`src/rtl/pipeline_pkg.sv`:
```
// Shared types for the pipeline control path: hazard FSM states, the bundled
// stage-control word and a saturating increment used by the perf counters.
package pipeline_pkg;

    typedef enum logic [1:0] {
        RUN   = 2'd0,
        DWAIT = 2'd1,
        FLUSH = 2'd2
    } hazard_state_e;

    typedef struct packed {
        logic pc_en;
        logic ifid_en;
        logic idex_en;
        logic exmem_en;
        logic memwb_en;
        logic pc_redirect;
        logic ifid_flush;
        logic idex_flush;
        logic memwb_flush;
    } hazard_ctrl_t;

    localparam int PERF_CNT_W = 64;

    function automatic logic [PERF_CNT_W-1:0] sat_inc(input logic [PERF_CNT_W-1:0] v);
        return (&v) ? v : v + 1'b1;
    endfunction

endpackage

```
`src/rtl/hazard_perf_cnt.sv`:
```
// Three saturating 64-bit event counters for hazard_ctrl; present only in
// builds with HAZARD_PERF_EN defined.
module hazard_perf_cnt
    import pipeline_pkg::*;
(
    input  logic                  clk,
    input  logic                  rst,
    input  logic                  inc_stall,
    input  logic                  inc_dwait,
    input  logic                  inc_flush,
    output logic [PERF_CNT_W-1:0] perf_stall_cycles,
    output logic [PERF_CNT_W-1:0] perf_dwait_cycles,
    output logic [PERF_CNT_W-1:0] perf_flush_count
);

    always_ff @(posedge clk) begin
        if (rst) begin
            perf_stall_cycles <= '0;
            perf_dwait_cycles <= '0;
            perf_flush_count  <= '0;
        end else begin
            if (inc_stall) perf_stall_cycles <= sat_inc(perf_stall_cycles);
            if (inc_dwait) perf_dwait_cycles <= sat_inc(perf_dwait_cycles);
            if (inc_flush) perf_flush_count  <= sat_inc(perf_flush_count);
        end
    end

endmodule

```
`src/rtl/hazard_ctrl.sv`:
```
// Pipeline hazard controller: load-use stalls, EX redirects and dmem waits.
// Optional perf counters are built when HAZARD_PERF_EN is defined.
module hazard_ctrl
    import pipeline_pkg::*;
#(
    parameter int REG_IDX_W = 5
) (
    input  logic                 clk,
    input  logic                 rst,
    input  logic [REG_IDX_W-1:0] id_rs1,
    input  logic [REG_IDX_W-1:0] id_rs2,
    input  logic                 id_rs1_en,
    input  logic                 id_rs2_en,
    input  logic [REG_IDX_W-1:0] ex_rd,
    input  logic                 ex_reg_wen,
    input  logic                 ex_mem_read,
    input  logic                 ex_redirect,
    input  logic                 mem_req,
    input  logic                 mem_ready,
    output logic                 pc_en,
    output logic                 ifid_en,
    output logic                 idex_en,
    output logic                 exmem_en,
    output logic                 memwb_en,
    output logic                 pc_redirect,
    output logic                 ifid_flush,
    output logic                 idex_flush,
    output logic                 memwb_flush,
`ifdef HAZARD_PERF_EN
    output logic [63:0]          perf_stall_cycles,
    output logic [63:0]          perf_dwait_cycles,
    output logic [63:0]          perf_flush_count,
`endif
    output logic [1:0]           state_o
);

    hazard_state_e state_q, state_d;
    hazard_ctrl_t  ctrl;
    logic          rst_d1;
    logic          blank;
    logic          freeze;
    logic          load_use;

    // The pipeline is held blank for the reset cycle and the one after it.
    always_ff @(posedge clk) begin
        rst_d1 <= rst;
    end

    always_ff @(posedge clk) begin
        if (rst) state_q <= RUN;
        else     state_q <= state_d;
    end

    assign blank    = rst | rst_d1;
    assign freeze   = mem_req & ~mem_ready;
    assign load_use = ex_mem_read & ex_reg_wen & (ex_rd != '0) &
                      ((id_rs1_en & (id_rs1 == ex_rd)) | (id_rs2_en & (id_rs2 == ex_rd)));

    always_comb begin
        ctrl    = '{pc_en: 1'b1, ifid_en: 1'b1, idex_en: 1'b1, exmem_en: 1'b1,
                    memwb_en: 1'b1, default: 1'b0};
        state_d = RUN;
        if (blank) begin
            ctrl = '{pc_redirect: 1'b0, ifid_flush: 1'b1, idex_flush: 1'b1,
                     memwb_flush: 1'b1, default: 1'b0};
        end else if (freeze) begin
            // EX is frozen, so redirect/load-use are re-evaluated after the wait.
            ctrl.pc_en       = 1'b0;
            ctrl.ifid_en     = 1'b0;
            ctrl.idex_en     = 1'b0;
            ctrl.exmem_en    = 1'b0;
            ctrl.memwb_flush = 1'b1;
            state_d          = (state_q == FLUSH) ? FLUSH : DWAIT;
        end else if (ex_redirect) begin
            ctrl.pc_redirect = 1'b1;
            ctrl.ifid_flush  = 1'b1;
            ctrl.idex_flush  = 1'b1;
            state_d          = FLUSH;
        end else if (state_q == FLUSH) begin
            // Kill the wrong-path word the synchronous imem returns this cycle.
            ctrl.ifid_flush = 1'b1;
        end else if (load_use) begin
            ctrl.pc_en      = 1'b0;
            ctrl.ifid_en    = 1'b0;
            ctrl.idex_flush = 1'b1;
        end
    end

    assign pc_en       = ctrl.pc_en;
    assign ifid_en     = ctrl.ifid_en;
    assign idex_en     = ctrl.idex_en;
    assign exmem_en    = ctrl.exmem_en;
    assign memwb_en    = ctrl.memwb_en;
    assign pc_redirect = ctrl.pc_redirect;
    assign ifid_flush  = ctrl.ifid_flush;
    assign idex_flush  = ctrl.idex_flush;
    assign memwb_flush = ctrl.memwb_flush;
    assign state_o     = rst ? RUN : state_q;

`ifdef HAZARD_PERF_EN
    logic ev_stall, ev_dwait, ev_flush;

    assign ev_dwait = ~blank & freeze;
    assign ev_flush = ~blank & ~freeze & ex_redirect;
    assign ev_stall = ~blank & ~freeze & ~ex_redirect & (state_q != FLUSH) & load_use;

    hazard_perf_cnt u_perf (
        .clk               (clk),
        .rst               (rst),
        .inc_stall         (ev_stall),
        .inc_dwait         (ev_dwait),
        .inc_flush         (ev_flush),
        .perf_stall_cycles (perf_stall_cycles),
        .perf_dwait_cycles (perf_dwait_cycles),
        .perf_flush_count  (perf_flush_count)
    );
`endif

endmodule
```
`config.mk`:
```
export PLATFORM = sky130hd
export DESIGN_NAME = hazard_ctrl
export DESIGN_NICKNAME = d
export VERILOG_FILES = /design/src/rtl/pipeline_pkg.sv /design/src/rtl/hazard_perf_cnt.sv /design/src/rtl/hazard_ctrl.sv
export SDC_FILE = /design/constraint.sdc
export NUM_CORES = 1
export LEC_CHECK = 0
export ABC_CLOCK_PERIOD_IN_PS = 1300
export BUFFER_PORTS_ARGS = -buffer_cell sky130_fd_sc_hd__buf_2
export CELL_PAD_IN_SITES_DETAIL_PLACEMENT = 1
export CELL_PAD_IN_SITES_GLOBAL_PLACEMENT = 1
export CORE_UTILIZATION = 20
export CTS_CLUSTER_SIZE = 12
export DETAILED_ROUTE_END_ITERATION = 16
export GPL_TIMING_DRIVEN = 0
export PLACE_DENSITY_LB_ADDON = 0.1
export SLEW_MARGIN = 20
export SYNTH_ARGS = -nofsm -noshare
export SYNTH_HDL_FRONTEND = slang
export SYNTH_SLANG_ARGS = --single-unit
```
`constraint.sdc`:
```
create_clock -name clk -period 1.3 [get_ports clk]
set_input_delay 0.13 -clock clk [delete_from_list [all_inputs] [get_ports clk]]
set_output_delay 0.13 -clock clk [all_outputs]
set_load 0.03 [all_outputs]
```
==> impl_metrics.json, run 1 <==
{
  "status": "complete, but fails checks",
  "violations": "negative setup slack",
  "port_buffers": 34,
  "grt_start_max_net_pins": 8,
  "clkTransAtPathRegs_ns": 0.03,
  "max_slew_margin_pct": 80.6,
  "htreeDepth": 1,
  "worst_slew_pin_slew_ns": 0.288,
  "yosysWarnings": 0,
  "totalWireLength_mm": 1.06,
  "pwr_density_cell_nw_per_um2": 655,
  "endpoint": "pc_en",
  "cts_buffer_depth": 2,
  "cts_tree": "done",
  "areaGrowthSynthToFinish_pct": 120,
  "startpoint_type": "input pin",
  "die_area_um2": 1770,
  "drtIter0Drc": 2,
  "reg2reg_to": "state_q[0]",
  "p_comb_share_pct": 43.8,
  "nNetsFinal": 104,
  "cts_made_buffers": 3,
  "io-pin-count": 35,
  "core_um2": 1510,
  "swShare_pct": 32.5,
  "wl_per_cell_um": 11.1,
  "cts-root-buf": "clkbuf_4",
  "grt_first_pass_wirelength_mm": 1.74,
  "ys_seq_area_share_pct": 18.7,
  "avgSynthCellArea_um2": 8.25,
  "drc": 0,
  "crit-reg2reg-launch": "rst_d1",
  "first_pass_iters": 3,
  "gp_congestion": 0.632,
  "fill_cells": 185,
  "grt_pass1_vias": 434,
  "synth_cells": 39,
  "grt_usage_pct": 12.6,
  "antenna_found_initial": 0,
  "cp.arrival_ns": 1.43,
  "cp-end-kind": "output port",
  "peakVddDrop_uv": 255,
  "reg2reg_depth": 3,
  "hold_viol": 0,
  "grt_overflow": 0,
  "yosys_most_used_dff": "dfxtp_1",
  "p_leak_nw": 0.329,
  "clock.fmax_ghz": 0.643,
  "synth.distinct_cells": 20,
  "required_ns": 1.17,
  "power.switching_w": 0.000150,
  "syn_nets": 63,
  "slew_violations": 0,
  "design_area_um2": 707,
  "setup_viol": 3,
  "initial_utilization_pct": 21.3,
  "clk_latency_ns": 0.23,
  "critPathMaxFanout": 3,
  "synth_edf_count": 0,
  "vias": 417,
  "ant_nets": 0,
  "dp_hpwl_um": 851,
  "die-height_um": 42.1,
  "maxCapViolCount": 0,
  "clock-sinks": 3,
  "drive_above_1_share_pct": 73.4,
  "hold_path_class": "input pin to flop",
  "num_rows": 14,
  "rsz0062_at_grt": "true",
  "p_seq_share_pct": 21.8,
  "rrSetupSlack_ns": 0.51,
  "viasPerCell": 4.39,
  "placed_cell_area_um2": 544,
  "fin_crit_sh_pct": 120,
  "p_clk_share_pct": 34.4,
  "p_int_w": 0.000312,
  "timing.final.ws_setup_ns": -0.256,
  "die_w_um": 42.1,
  "skew_ns": 0.00404,
  "syn_area_um2": 322,
  "ys_ff_latch": 3,
  "antenna_cells": 0,
  "async_flop_share_pct": 0,
  "timing.hold.ws_ns": 0.0755,
  "finalCriticalPeriod_ns": 1.56,
  "path_class": "input pin to output port",
  "crit_start": "ex_rd[4]"
}
-- cell families after synthesis --
family | Yosys count | share of synthesized area (%)
AND/OR/NAND/NOR | 17 | 31.5
XOR/XNOR | 10 | 27.2
AO/OA/AOI/OAI | 6 | 16.7
flip-flops | 3 | 18.7
buffers and inverters | 3 | 5.83
-- layout make-up --
cell class / instances / area (um^2) / share of cell area, %
flip-flops and latches: 3 / 63.8 / 9.03
well taps: 16 / 20.0 / 2.83
clock buffers: 4 / 26.3 / 3.72
multi-input cells: 33 / 332 / 46.9
plain buffers: 2 / 18.8 / 2.65
repair buffers: 36 / 238 / 33.6
inverters: 1 / 8.76 / 1.24
-- how the worst min path moves through the flow --
stage	from	end	slack, ns	cells past startpoint
3_5_place_dp	rst	rst_d1	0.31	1
2_1_floorplan	rst	rst_d1	0.16	0
3_3_place_gp	rst	rst_d1	0.31	1
5_1_grt	rst	rst_d1	0.08	1
6_report	rst	rst_d1	0.08	1
4_1_cts	rst	rst_d1	0.08	1
-- placed cells by master (no fill, tap or decap) --
cell type / n
a21boi_1: 1
a32oi_2: 1
and2_0: 1
and3_1: 2
buf_2: 25
buf_4: 4
buf_6: 7
buf_8: 1
clkbuf_1: 1
clkbuf_4: 4
dfxtp_2: 3
inv_6: 1
nand2_1: 3
nand2_4: 1
nand2b_1: 1
nand2b_4: 1
nor2_4: 1
nor2b_1: 3
nor2b_4: 1
nor4_2: 2
o2111ai_4: 1
o21ai_0: 1
o311ai_2: 1
o31a_1: 1
or4_4: 1
xnor2_1: 2
xor2_1: 5
xor2_2: 3
-- repair_timing --
item / in CTS / in global routing
hold buffers: 0 / 0
setup buffers: 1 / 1
setup endpoints to repair: 3 / 6
gates resized for setup: 17 / 10
pin swaps: 7 / 7
-- through the flow --
stage	total power [W]	setup TNS [ns]	setup slack [ns]	instances	util [%]
6_report	0.000463	-0.736	-0.256	95	46.9
5_1_grt	0.000495	-0.902	-0.312	95	46.9
4_1_cts	0.000454	-0.763	-0.269	94	43.3
3_5_place_dp	0.000264	-0.880	-0.359	89	36.1
3_3_place_gp	0.000263	-0.839	-0.348	89	36.1
2_1_floorplan	0.000196	-0.392	-0.247	39	-
-- metal layers --
layer,up-vias,share of wire (%),global-route usage (%)
li1,213,-,-
met1,184,45,16.3
met2,20,50,21.3
met3,0,5.4,1.29
met4,0,0,5.63
met5,-,0,0
-- Yosys cell counts, types with 2 or more instances --
cell type	n	area, um^2
and3_1	2	12.5
buf_4	2	15.0
dfxtp_1	3	60.1
nand2_1	4	15.0
nand2b_1	2	12.5
nor2b_1	4	25.0
xnor2_1	2	17.5
xor2_1	8	70.1
-- worst max-delay path, cell delays in order --
cell	delay, ns
buf_6	0.10
or4_4	0.54
o2111ai_4	0.23
o31a_1	0.20
buf_6	0.10
buf_6	0.11
-- power by group through the flow --
| stage | Clock, W | Sequential (W) | Combinational, W |
|---|---|---|---|
| 6_report | 0.000159 | 0.000101 | 0.000203 |
| 5_1_grt | 0.000174 | 0.000101 | 0.000220 |
| 4_1_cts | 0.000164 | 0.000100 | 0.000190 |
| 3_5_place_dp | 0 | 0.000100 | 0.000163 |
| 3_3_place_gp | 0 | 0.000100 | 0.000163 |
| 2_1_floorplan | 0 | 0.000100 | 0.0000957 |
-- state kept, by name, indices dropped and copies added (netlist names) --
register / cells
rst_d1: 1
state_q: 2
Note: power is estimated with default switching activity, not from simulation.
==> inputs of run 2 (changes only) <==
- PLACE_DENSITY_LB_ADDON: 0.1 -> 0.3
==> run 2 against run 1 <==
  * The run still ends with negative setup slack left
  * Highest routed layer unchanged
  * Clock power is essentially flat
  * Clock skew is essentially flat
  * Worst setup slack gained 0.014 ns
  * Largest power group unchanged
  * First-iteration DRC count grew 50%
  * Total power grew 1.7%
  * Die area is the same
  * Worst hold slack gained 0.0012 ns
  * Sequential power is essentially flat
  * Fmax grew 0.93%
  * Sequential share of layout area shrank 0.32 points
==> impl_metrics.json, run 2 (synthesis gave the netlist of run 1 again) <==
{
  "status": "complete, but fails checks",
  "violations": "negative setup slack",
  "dpl.cell_count": 89,
  "fin_cells": 96,
  "fill_cells": 184,
  "dp_hpwl_um": 867,
  "antenna_cells": 0,
  "hold_viol": 0,
  "clk_latency_ns": 0.23,
  "fin_crit_sh_pct": 119,
  "setup_viol": 3,
  "critPathMaxFanout": 3,
  "clkTransAtPathRegs_ns": 0.03,
  "drc": 0,
  "antenna_found_initial": 0,
  "grt_usage_pct": 13.9,
  "register_area_um2": 62.6,
  "grt_first_pass_wirelength_mm": 1.94,
  "max_slew_margin_pct": 79.1,
  "largest_registers": "state_q: 2 flops, rst_d1: 1 flops",
  "largest_register_ffs": 2,
  "finalCriticalPeriod_ns": 1.54,
  "gp_congestion": 0.699,
  "min_from": "rst",
  "worst_slew_pin_slew_ns": 0.311,
  "port_buffers": 34,
  "crit-reg2reg-launch": "state_q[1]",
  "clock.fmax_ghz": 0.649,
  "cts-root-buf": "clkbuf_4",
  "final_cell_mix": "23 x buf_2, 9 x buf_6, 6 x xor2_1, 6 x buf_4",
  "drtIter0Drc": 3,
  "htreeDepth": 1,
  "totalWireLength_mm": 1.16,
  "grt_pass1_vias": 468,
  "skew_ns": 0.00433,
  "crit_start": "ex_rd[4]",
  "slew_violations": 0,
  "die-height_um": 42.1,
  "viasPerCell": 4.55,
  "cp.arrival_ns": 1.41,
  "drive_above_1_share_pct": 71.3,
  "path_class": "input pin to output port",
  "fin_setup_tns_ns": -0.652,
  "areaGrowthSynthToFinish_pct": 123,
  "nNetsFinal": 105,
  "final_common_cell": "buf_2",
  "pwr_density_cell_nw_per_um2": 655,
  "hold_path_class": "input pin to flop",
  "timing.final.ws_setup_ns": -0.241,
  "initial_utilization_pct": 21.3,
  "io-pin-count": 35,
  "die_w_um": 42.1,
  "grt_start_max_net_pins": 8,
  "core_um2": 1510,
  "pre_cts_ws_ns": -0.393,
  "cp-end-kind": "output port",
  "cts_made_buffers": 3,
  "peakVddDrop_uv": 217,
  "placed_cell_area_um2": 544,
  "first_pass_iters": 4,
  "clock-sinks": 3,
  "maxCapViolCount": 0,
  "num_rows": 14,
  "cts_buffer_depth": 2,
  "multiInputGateArea_um2": 324,
  "die_area_um2": 1770,
  "grt_overflow": 0,
  "p_total_w": 0.000471,
  "top_register": "state_q",
  "required_ns": 1.17,
  "design_area_um2": 718,
  "cts_tree": "done",
  "wl_per_cell_um": 12.1,
  "rsz0062_at_grt": "true",
  "p_leak_nw": 0.337,
  "vias": 437,
  "startpoint_type": "input pin",
  "ant_nets": 0
}
[run 2: final timing paths]
check,slack (ns),cells after the start,to
worst max-delay path,-0.24,6,pc_en
worst min-delay path,0.08,1,rst_d1
worst max register to register,0.43,3,state_q[1]
worst min register to register,0.57,2,state_q[1]
[run 2: worst max-delay path: stages]
cell       delay [ns]
buf_8            0.10
or4_4            0.54
o2111ai_4        0.23
o31a_1           0.20
buf_6            0.10
buf_6            0.11
[run 2: stage by stage]
stage | utilization (%) | hold slack, ns
3_5_place_dp | 36.1 | 0.313
5_1_grt | 47.7 | 0.0821
3_3_place_gp | 36.1 | 0.307
6_report | 47.7 | 0.0768
2_1_floorplan | - | 0.158
4_1_cts | 44.4 | 0.0728
[run 2: layer usage]
metal / share of wire [%] / track usage (%)
met4: 0 / 7.50
met5: 0 / 0
met1: 35 / 17.1
met2: 58 / 24.1
met3: 6.5 / 0.862
[run 2: final cells by class]
class                   instances  share of cell area (%)
flip-flops and latches          3                    8.71
well taps                      16                    2.79
plain buffers                   2                    2.61
inverters                       1                    1.22
multi-input cells              33                    45.1
repair buffers                 37                    35.9
clock buffers                   4                    3.66
[run 2: what timing repair did]
action	CTS	global route
hold buffers	0	0
resized for setup	21	9
setup endpoints to repair	4	5
setup buffers	1	2
pin swaps	11	6
hold endpoints to repair	0	0
[run 2: power by group]
part	switching, W	internal, W	total (W)
combinational	0.000105	0.000104	0.000208
clock	0.0000473	0.000115	0.000162
sequential	0.00000317	0.0000968	0.000100
